--- config.mk ---
export PLATFORM = sky130hd
export DESIGN_NAME = fp_mul_seq
export DESIGN_NICKNAME = d
export VERILOG_FILES = /design/src/rtl/fp_pkg.sv /design/src/rtl/fp_classify.sv /design/src/rtl/fp_mul_seq.sv
export SDC_FILE = /design/constraint.sdc
export NUM_CORES = 1
export LEC_CHECK = 0
export BUFFER_PORTS_ARGS = -buffer_cell sky130_fd_sc_hd__buf_2
export CORE_ASPECT_RATIO = 0.5
export CORE_MARGIN = 5
export CORE_UTILIZATION = 60
export DETAILED_ROUTE_END_ITERATION = 10
export GPL_TIMING_DRIVEN = 0
export PLACE_DENSITY = 0.8
export SLEW_MARGIN = 20
export SYNTH_ARGS = -nofsm -noshare
export SYNTH_HDL_FRONTEND = slang
export SYNTH_HIERARCHICAL = 1
export SYNTH_SLANG_ARGS = --single-unit
export TNS_END_PERCENT = 1
--- constraint.sdc ---
create_clock -name clk -period 10.4 [get_ports clk]
set_input_delay 1.04 -clock clk [delete_from_list [all_inputs] [get_ports clk]]
set_output_delay 1.04 -clock clk [all_outputs]
set_load 0.05 [all_outputs]
--- src/rtl/fp_pkg.sv ---
// Shared floating-point types, constants and helpers.
// Used by the multiplier and its operand classifier.
package fp_pkg;

  typedef enum logic [1:0] {
    ZERO,
    NORM,
    INF,
    NAN
  } fp_class_e;

  typedef enum logic [1:0] {
    IDLE,
    MULT,
    ROUND,
    DONE
  } mul_state_e;

  // bit positions inside the 4-bit flags vector
  localparam int FLAG_INVALID   = 3;
  localparam int FLAG_OVERFLOW  = 2;
  localparam int FLAG_UNDERFLOW = 1;
  localparam int FLAG_INEXACT   = 0;

  function automatic int fp_bias(input int ew);
    return (1 << (ew - 1)) - 1;
  endfunction

  // canonical quiet NaN, right-aligned in 64 bits
  function automatic logic [63:0] fp_qnan(
    input int ew,
    input int mw
  );
    logic [63:0] v;
    v = '0;
    for (int i = 0; i < ew; i++)
      v[mw+i] = 1'b1;
    v[mw-1] = 1'b1;
    return v;
  endfunction

  // signed infinity, right-aligned in 64 bits
  function automatic logic [63:0] fp_inf(
    input logic s,
    input int   ew,
    input int   mw
  );
    logic [63:0] v;
    v = '0;
    for (int i = 0; i < ew; i++)
      v[mw+i] = 1'b1;
    v[ew+mw] = s;
    return v;
  endfunction

endpackage

--- src/rtl/fp_classify.sv ---
// Unpacks one operand into sign/exp/frac and class.
// Ports: x in; sign, exp, frac (FTZ applied), cls out.
module fp_classify
  import fp_pkg::*;
#(
  parameter  int EXP_W = 8,
  parameter  int MAN_W = 23,
  localparam int FW    = EXP_W + MAN_W + 1
) (
  input  logic [FW-1:0]    x,
  output logic             sign,
  output logic [EXP_W-1:0] exp,
  output logic [MAN_W-1:0] frac,
  output fp_class_e        cls
);

  logic e_ones;
  logic e_zero;
  logic f_nz;

  assign e_ones = &x[FW-2:MAN_W];
  assign e_zero = ~|x[FW-2:MAN_W];
  assign f_nz   = |x[MAN_W-1:0];

  always_comb begin
    sign = x[FW-1];
    exp  = x[FW-2:MAN_W];
    frac = x[MAN_W-1:0];
    cls  = NORM;
    unique case (1'b1)
      e_ones && f_nz:  cls = NAN;
      e_ones && !f_nz: cls = INF;
      // subnormals flush to zero, sign kept
      e_zero: begin
        cls  = ZERO;
        frac = '0;
      end
      default: cls = NORM;
    endcase
  end

endmodule

--- src/rtl/fp_mul_seq.sv ---
// Sequential FP multiplier, shift-add mantissa, RNE.
// Ports: clk, reset, in_valid/in_ready, a, b,
//        out_valid/out_ready, result, flags.
module fp_mul_seq
  import fp_pkg::*;
#(
  parameter  int EXP_W = 8,
  parameter  int MAN_W = 23,
  localparam int FW    = EXP_W + MAN_W + 1
) (
  input  logic          clk,
  input  logic          reset,
  input  logic          in_valid,
  output logic          in_ready,
  input  logic [FW-1:0] a,
  input  logic [FW-1:0] b,
  output logic          out_valid,
  input  logic          out_ready,
  output logic [FW-1:0] result,
  output logic [3:0]    flags
);

  localparam int SW  = MAN_W + 1;
  localparam int PW  = 2 * SW;
  localparam int EW2 = EXP_W + 2;
  localparam int CW  = $clog2(SW);

  localparam int BIAS = fp_bias(EXP_W);
  localparam int EMAX = (1 << EXP_W) - 1;

  localparam logic signed [EW2-1:0] BIAS_S =
    BIAS[EW2-1:0];
  localparam logic signed [EW2-1:0] EMAX_S =
    EMAX[EW2-1:0];
  localparam logic signed [EW2-1:0] E_ZERO = '0;

  localparam logic [CW-1:0] CNT_LAST = CW'(MAN_W);

  localparam logic [63:0] QNAN64 =
    fp_qnan(EXP_W, MAN_W);
  localparam logic [63:0] INF64 =
    fp_inf(1'b0, EXP_W, MAN_W);

  localparam logic [FW-1:0] QNAN    = QNAN64[FW-1:0];
  localparam logic [FW-2:0] INF_MAG = INF64[FW-2:0];

  mul_state_e state;

  logic                  sgn;
  logic signed [EW2-1:0] e;
  logic [PW-1:0]         mcand;
  logic [SW-1:0]         mplier;
  logic [PW-1:0]         acc;
  logic [CW-1:0]         cnt;

  logic             sa, sb;
  logic [EXP_W-1:0] ea, eb;
  logic [MAN_W-1:0] fa, fb;
  fp_class_e        ca, cb;

  fp_classify #(
    .EXP_W(EXP_W),
    .MAN_W(MAN_W)
  ) u_cls_a (
    .x   (a),
    .sign(sa),
    .exp (ea),
    .frac(fa),
    .cls (ca)
  );

  fp_classify #(
    .EXP_W(EXP_W),
    .MAN_W(MAN_W)
  ) u_cls_b (
    .x   (b),
    .sign(sb),
    .exp (eb),
    .frac(fb),
    .cls (cb)
  );

  // accept-time decode
  logic                  s_in;
  logic                  special;
  logic [FW-1:0]         sp_res;
  logic [3:0]            sp_flags;
  logic signed [EW2-1:0] e_in;

  always_comb begin
    s_in     = sa ^ sb;
    special  = (ca != NORM) || (cb != NORM);
    sp_res   = '0;
    sp_flags = '0;
    e_in = $signed({2'b00, ea})
         + $signed({2'b00, eb})
         - BIAS_S;
    if (ca == NAN || cb == NAN) begin
      sp_res = QNAN;
    end else if ((ca == INF && cb == ZERO) ||
                 (ca == ZERO && cb == INF)) begin
      sp_res = QNAN;
      sp_flags[FLAG_INVALID] = 1'b1;
    end else if (ca == INF || cb == INF) begin
      sp_res = {s_in, INF_MAG};
    end else begin
      sp_res = {s_in, {(FW-1){1'b0}}};
    end
  end

  // normalise / round / range check of the product
  logic [PW-1:0]         norm;
  logic [SW-1:0]         sig;
  logic                  guard;
  logic                  sticky;
  logic                  inc;
  logic [SW:0]           sig_r;
  logic signed [EW2-1:0] e_r;
  logic [FW-1:0]         rd_res;
  logic [3:0]            rd_flags;
  logic                  rd_unused;

  always_comb begin
    norm   = acc[PW-1] ? acc : (acc << 1);
    sig    = norm[PW-1 -: SW];
    guard  = norm[SW-1];
    sticky = |norm[SW-2:0];
    inc    = guard & (sticky | sig[0]);
    sig_r  = {1'b0, sig} + {{SW{1'b0}}, inc};
    // carry-out leaves sig_r = 10...0, frac bits 0
    e_r = e
        + {{(EW2-1){1'b0}}, acc[PW-1]}
        + {{(EW2-1){1'b0}}, sig_r[SW]};
    rd_flags = '0;
    rd_flags[FLAG_INEXACT] = guard | sticky;
    if (e_r >= EMAX_S) begin
      rd_res = {sgn, INF_MAG};
      rd_flags[FLAG_OVERFLOW] = 1'b1;
      rd_flags[FLAG_INEXACT]  = 1'b1;
    end else if (e_r <= E_ZERO) begin
      rd_res = {sgn, {(FW-1){1'b0}}};
      rd_flags[FLAG_UNDERFLOW] = 1'b1;
      rd_flags[FLAG_INEXACT]   = 1'b1;
    end else begin
      rd_res = {sgn, e_r[EXP_W-1:0],
                sig_r[MAN_W-1:0]};
    end
  end

  // hidden bit of the rounded significand
  assign rd_unused = sig_r[MAN_W];

  always_ff @(posedge clk or posedge reset) begin
    if (reset) begin
      state     <= IDLE;
      in_ready  <= 1'b1;
      out_valid <= 1'b0;
      result    <= '0;
      flags     <= '0;
      sgn       <= 1'b0;
      e         <= '0;
      mcand     <= '0;
      mplier    <= '0;
      acc       <= '0;
      cnt       <= '0;
    end else begin
      unique case (state)
        IDLE: begin
          if (in_valid && in_ready) begin
            sgn      <= s_in;
            in_ready <= 1'b0;
            if (special) begin
              result    <= sp_res;
              flags     <= sp_flags;
              out_valid <= 1'b1;
              state     <= DONE;
            end else begin
              e      <= e_in;
              mcand  <= {{SW{1'b0}}, 1'b1, fa};
              mplier <= {1'b1, fb};
              acc    <= '0;
              cnt    <= '0;
              state  <= MULT;
            end
          end
        end
        MULT: begin
          if (mplier[0])
            acc <= acc + mcand;
          mcand  <= mcand << 1;
          mplier <= mplier >> 1;
          cnt    <= cnt + 1'b1;
          if (cnt == CNT_LAST)
            state <= ROUND;
        end
        ROUND: begin
          result    <= rd_res;
          flags     <= rd_flags;
          out_valid <= 1'b1;
          state     <= DONE;
        end
        DONE: begin
          if (out_ready) begin
            out_valid <= 1'b0;
            in_ready  <= 1'b1;
            state     <= IDLE;
          end
        end
        default: state <= IDLE;
      endcase
    end
  end

endmodule

## Word-level counts from Yosys, hierarchy flattened

Index checks and enable logic that the tools add are counted.

| word-level totals | value |
|---|---|
| register bits after elaboration | 176 |
| input port bits | 68 |
| output and inout port bits | 38 |
| logic and storage cells | 125 |

| cells by class | value |
|---|---|
| add/sub/neg operators | 7 |
| magnitude comparators | 2 |
| equal/unequal tests | 16 |
| mux-type cells | 47 |
| bitwise gates (word level) | 5 |
| reduce and logical (&&, ||, !) cells | 37 |

Operators by type and width:

| cell | count |
|---|---|
| $mux 48 | 6 |
| $pmux 48 s2 | 2 |
| $mux 32 | 4 |
| $mux 31 | 3 |
| $reduce_or 23->1 | 3 |
| $pmux 32 s2 | 1 |
| $add 48x48->48 | 1 |
| $mux 24 | 2 |
| $pmux 24 s2 | 1 |
| $mux 23 | 2 |
| $add 24x1->25 | 1 |
| $add 10x1->10 | 2 |
| $reduce_and 8->1 | 2 |
| $reduce_or 8->1 | 2 |
| $reduce_and 3->1 | 5 |
| $eq 2x2->1 const B | 6 |
| $ne 2x2->1 const B | 6 |
| $pmux 2 s3 | 2 |
| $ge 10x9->1 const B | 1 |
| $le 10x1->1 const B | 1 |
| $mux 1 | 10 |
| $mux 2 | 5 |
| $mux 5 | 2 |
| $pmux 5 s2 | 1 |
| other kinds (23) | 43 |

## Depth between registers and ports, before layout

| logic depth | value |
|---|---|
| depth after elaboration | 12 |
| gate-level depth with buffers | 24 |
| depth with buffers taken out | 19 |

## Hierarchy

Netlist, hierarchy kept.

By module, submodules not included:

| module | instances | cells each | area each (um^2) | sequential area each (um^2) |
|---|---|---|---|---|
| fp_mul_seq | 1 | 1,256 | 11,345.9 | 4,405.5 |
| fp_classify | 2 | 50 | 315.3 | 0.0 |

## Least setup slack after synthesis

OpenSTA, ideal clock, no wires.

| timing | value |
|---|---|
| path type | register to register |
| start | register acc[47] |
| end | register result[0] |
| setup time | 0.122 ns |
| data arrival time | 4.850 ns |
| required time | 10.278 ns |
| path slack | 5.428 ns |
| cell stages (with the launch flop) | 25 |
| path buffers | 5 |
| period minus slack after synthesis | 4.972 ns |
| cells stage by stage | dfrtp_1 buf_2 buf_1 clkbuf_1 nand2_1 a21boi_0 ha_1 and3_1 and4_1 nor3b_2 nand3_1 nor2_1 o2111ai_1 fa_1 nor2b_2 and3_1 buf_2 o21ai_1 and4_1 o21ai_1 o31ai_1 nand3_2 nor2b_4 buf_6 a32o_1 |

| between the ends | value |
|---|---|
| word-level cells in the longest chain between the ends | 10 |
| elaborated cells between the ends (all ways) | 12 |
| those cells by class | 3 x add/sub; 2 x order compare; 4 x mux; 2 x bitwise; 1 x reduce/logical |

Ends and longest elaborated chain:

| element | line | text |
|---|---|---|
| start: declaration | fp_mul_seq.sv:53 | `logic [PW-1:0] acc;` |
| start signal: assignment | fp_mul_seq.sv:189 | `acc <= acc + mcand;` |
| $mux 48 | fp_mul_seq.sv:124 | `norm = acc[PW-1] ? acc : (acc << 1);` |
| $reduce_or 23->1 | fp_mul_seq.sv:127 | `sticky = \|norm[SW-2:0];` |
| $or 1x1->1 | fp_mul_seq.sv:128 | `inc = guard & (sticky \| sig[0]);` |
| $and 1x1->1 | fp_mul_seq.sv:128 |  |
| $add 24x1->25 | fp_mul_seq.sv:129 | `sig_r = {1'b0, sig} + {{SW{1'b0}}, inc};` |
| $add 10x1->10 | fp_mul_seq.sv:133 | `+ {{(EW2-1){1'b0}}, sig_r[SW]};` |
| $le 10x1->1 | fp_mul_seq.sv:140 | `end else if (e_r <= E_ZERO) begin` |
| $mux 31 | fp_mul_seq.sv:140 |  |
| $mux 31 * | fp_mul_seq.sv:136 | `if (e_r >= EMAX_S) begin` |
| $pmux 32 s2 * | fp_mul_seq.sv:167 | `unique case (state)` |
| end signal: assignment | fp_mul_seq.sv:173 | `result <= sp_res;` |
| end signal: assignment | fp_mul_seq.sv:197 | `result <= rd_res;` |
| end: declaration | fp_mul_seq.sv:19 | `output logic [FW-1:0] result,` |

Mark *: on every way between the ends. The rest lies on a longest branch, timed or not.
A chain may end at the register's enable or synchronous reset.

## Worst setup path in the final report

| timing | value |
|---|---|
| start | register acc[47] |
| end | register result[3] |

Same word-level chain as after synthesis.

==> qor.txt <==
CP Capture Point -> result[3]
Fillers -> 1,581
I/O pins -> 106
Max IR drop VDD -> 131 µV
Setup WS pre-CTS -> 4.12 ns
Core Area -> 0.0195 mm²
Placed wire-length estimate -> 24,000 µm
Setup_tns -> 0 ns
GR Util All Layers -> 0.287
Max-cap violations -> 0
Via count -> 10,800
Synth Area in Compound Gates -> 0.189
Synthesized flop and latch total -> 176
Root Driver -> clkbuf_16
CP startpoint -> acc[47]
Max-slew violation count -> 0
Reg2Reg Capture Point -> result[3]
Post-synth ARST share -> 1.00
Initial antenna violation count -> 2
Setup ws final -> 3.93 ns
WL per Instance -> 18.2 µm
Fin crit share -> 0.622
Chip Height -> 110 µm
H-tree Lvls -> 4
CTS tree -> yes
Vias per inst -> 6.15
DP Area -> 0.0129 mm²
Skew final -> 0.0106 ns
Post-synthesis mux area share -> 0.0482
Flop2flop setup slack -> 3.93 ns
R2r startpoint -> acc[47]
Rows -> 36
Most area-hungry cell type in the Yosys netlist -> dfrtp_1
Vias in the first global route -> 10,400
Post-route DRC -> 0
CTS Buf Count -> 17
Largest net degree at the start of global routing -> 97
Final setup fails -> 0
IO buf count -> 103
Mean Syn Cell Area -> 8.83 µm²
HP Class -> reg -> reg
Netlist Area Pre-Place -> 0.0120 mm²
Hold Vio Cnt, Final -> 0
Netlist cell types -> 90
Crit Path Max Fanout -> 10
Setup Fix Bufs, Post-CTS -> 0
Die width -> 210 µm
Final estimated routing congestion in global placement -> 0.938
Nets -> 1,618
Slew HR -> 0.436
Clock Path Buffers -> 2
Grt ovf -> 0
CTS Sinks -> 176
DR pass1 iterations -> 8
Synth top area share -> 0.366
Syn_nets -> 1,495
Syn-to-layout area delta -> 12.9%
Fin crit period -> 6.47 ns
Cells on worst reg2reg path -> 22
Max frequency -> 0.155 GHz
Main combinational cell family by area after synthesis -> simple AND/OR/NAND/NOR gates
Min-delay src -> flags[0]
Final Cell Area -> 0.0135 mm²
Post-synthesis simple-gate area fraction -> 0.206
Synth warnings -> 6
Top cells by area, synth -> dfrtp_1, ha_1, nand2_1
Worst skew pair latency -> 0.45 ns
Crit path launch type -> flop
Post-Synth Adder-Cell Area -> 0.0761
Post-synth EDFFs -> 0
Post-CTS Resized -> 0
Die Area -> 0.0231 mm²
First-pass GRT wire length -> 53,000 µm
Cells after synthesis -> 1,356
Synth Flop Type -> dfrtp_1
Leak -> 6.33 nW
Initial Utilization -> 0.613
Worst Tran Pin Value -> 0.833 ns
Worst EP arrival -> 6.86 ns
Seq/Total Area, Yosys -> 0.368
Xor/xnor share of the synthesized area -> 0.0651
Crit path capture type -> flop
RSZ-0062 raised after global routing -> no
Post-Route WL -> 32,100 µm
Clk slew on worst S/H paths -> 0.07 ns
1st-iter DRT viols -> 911
Hold-fix buffer count after cts -> 0
Number of routed nets with antenna violations -> 0
P per Cell Area -> 235 mW/mm²
Fraction of layout cells with a size suffix above 1 -> 0.135
Status -> completed
Worst Path Required -> 10.79 ns
Worst Setup Path Type -> reg -> reg
where the power goes:
part	leakage, nW	switching [W]	internal [W]
logic	3.67	0.000917	0.000484
registers	2.35	0.000179	0.000865
clock network	0.303	0.000295	0.000435
total	6.33	0.00139	0.00178
worst max-delay path, cell delays in order, from the launching register on:
cell and delay (ns):
dfrtp_1 0.43, buf_2 0.34, buf_1 0.50, clkbuf_1 0.46
nand2_1 0.08, a21boi_0 0.22, ha_1 0.23, and3_1 0.24
and4_1 0.26, nor3b_2 0.45, nand3_1 0.15, nor2_1 0.23
o2111ai_1 0.24, fa_1 0.51, nor2b_2 0.25, and3_1 0.18
buf_2 0.14, nor4_1 0.06, o31ai_1 0.47, nand3_2 0.33
nor2b_4 0.26, buf_4 0.20, a22o_1 0.14
cell type report:
| type | count | area (µm²) | area share |
|---|---|---|---|
| Antenna cell | 2 | 5.00 | 0.000370 |
| Inverter | 37 | 146 | 0.0108 |
| Timing Repair Buffer | 104 | 543 | 0.0402 |
| Sequential cell | 176 | 4410 | 0.326 |
| Multi-Input combinational cell | 1055 | 7000 | 0.518 |
| Clock buffer | 20 | 447 | 0.0330 |
| Buffer | 88 | 430 | 0.0318 |
| Clock inverter | 12 | 206 | 0.0153 |
| Tap cell | 266 | 333 | 0.0246 |
Yosys cell counts, drive strengths merged, types with 15 or more instances:
master and count:
nand2 225, dfrtp 175, o21ai 134, ha 68, a21oi 58, and2 56
clkbuf 56, nand3 56, mux2i 52, xnor2 51, nor2 40, xor2 38
inv 37, buf 32, a22o 26, a21o 23, nor4 23, nand4 15
through the flow:
step	instances	util	power [W]	hold slack, ns
2_1_floorplan	1356	-	0.00203	0.450
3_3_place_gp	1725	0.656	0.00236	0.459
3_5_place_dp	1726	0.658	0.00242	0.466
4_1_cts	1758	0.691	0.00315	0.482
5_1_grt	1760	0.692	0.00338	0.504
6_report	1760	0.692	0.00317	0.481
layer usage:
layer  GRT usage  routed length [µm]
met5           0                   0
met4       0.115                 940
met3      0.0468                2240
met2       0.455               14400
met1       0.398               14500
worst min path at each step:
stage,endpoint,cells past startpoint
after floorplan,mplier[23],1
after detailed placement,flags[0],1
after global routing,flags[0],1
after global placement,flags[0],1
final,flags[0],1
after CTS,flags[0],1
cell families (layout without fill, tap and decap cells):
logic type               Yosys count  count (layout)
AO/OA/AOI/OAI                    346             346
XOR/XNOR                          89              89
adder cells (fa/ha/maj)           71              71
buffers and inverters            125             261
flip-flops                       176             176
multiplexers                      57              57
other                              0               2
AND/OR/NAND/NOR                  492             492
registers in the layout, indices dropped and copies added (netlist names):
signal and cells:
mcand 48, sgn 1, result 32, in_ready 1, state 2, flags 4
out_valid 1, acc 48, e 10, cnt 5, mplier 24
cells in the final DEF (no fill, tap or decap), types with 13 or more instances in the layout:
cell type,count
nand2_1,224
clkbuf_16,17
dfrtp_1,175
clkbuf_1,57
xor2_1,38
ha_1,68
nor2_1,40
and2_1,56
nor4_1,20
o21ai_0,122
nand3_1,53
o21bai_1,13
o211ai_1,13
nand4_1,15
buf_4,19
a21o_1,23
buf_2,113
a21oi_1,57
inv_1,36
mux2i_1,52
xnor2_1,51
a22o_1,26
nor3_1,13
(Power assumes the default switching activity.)
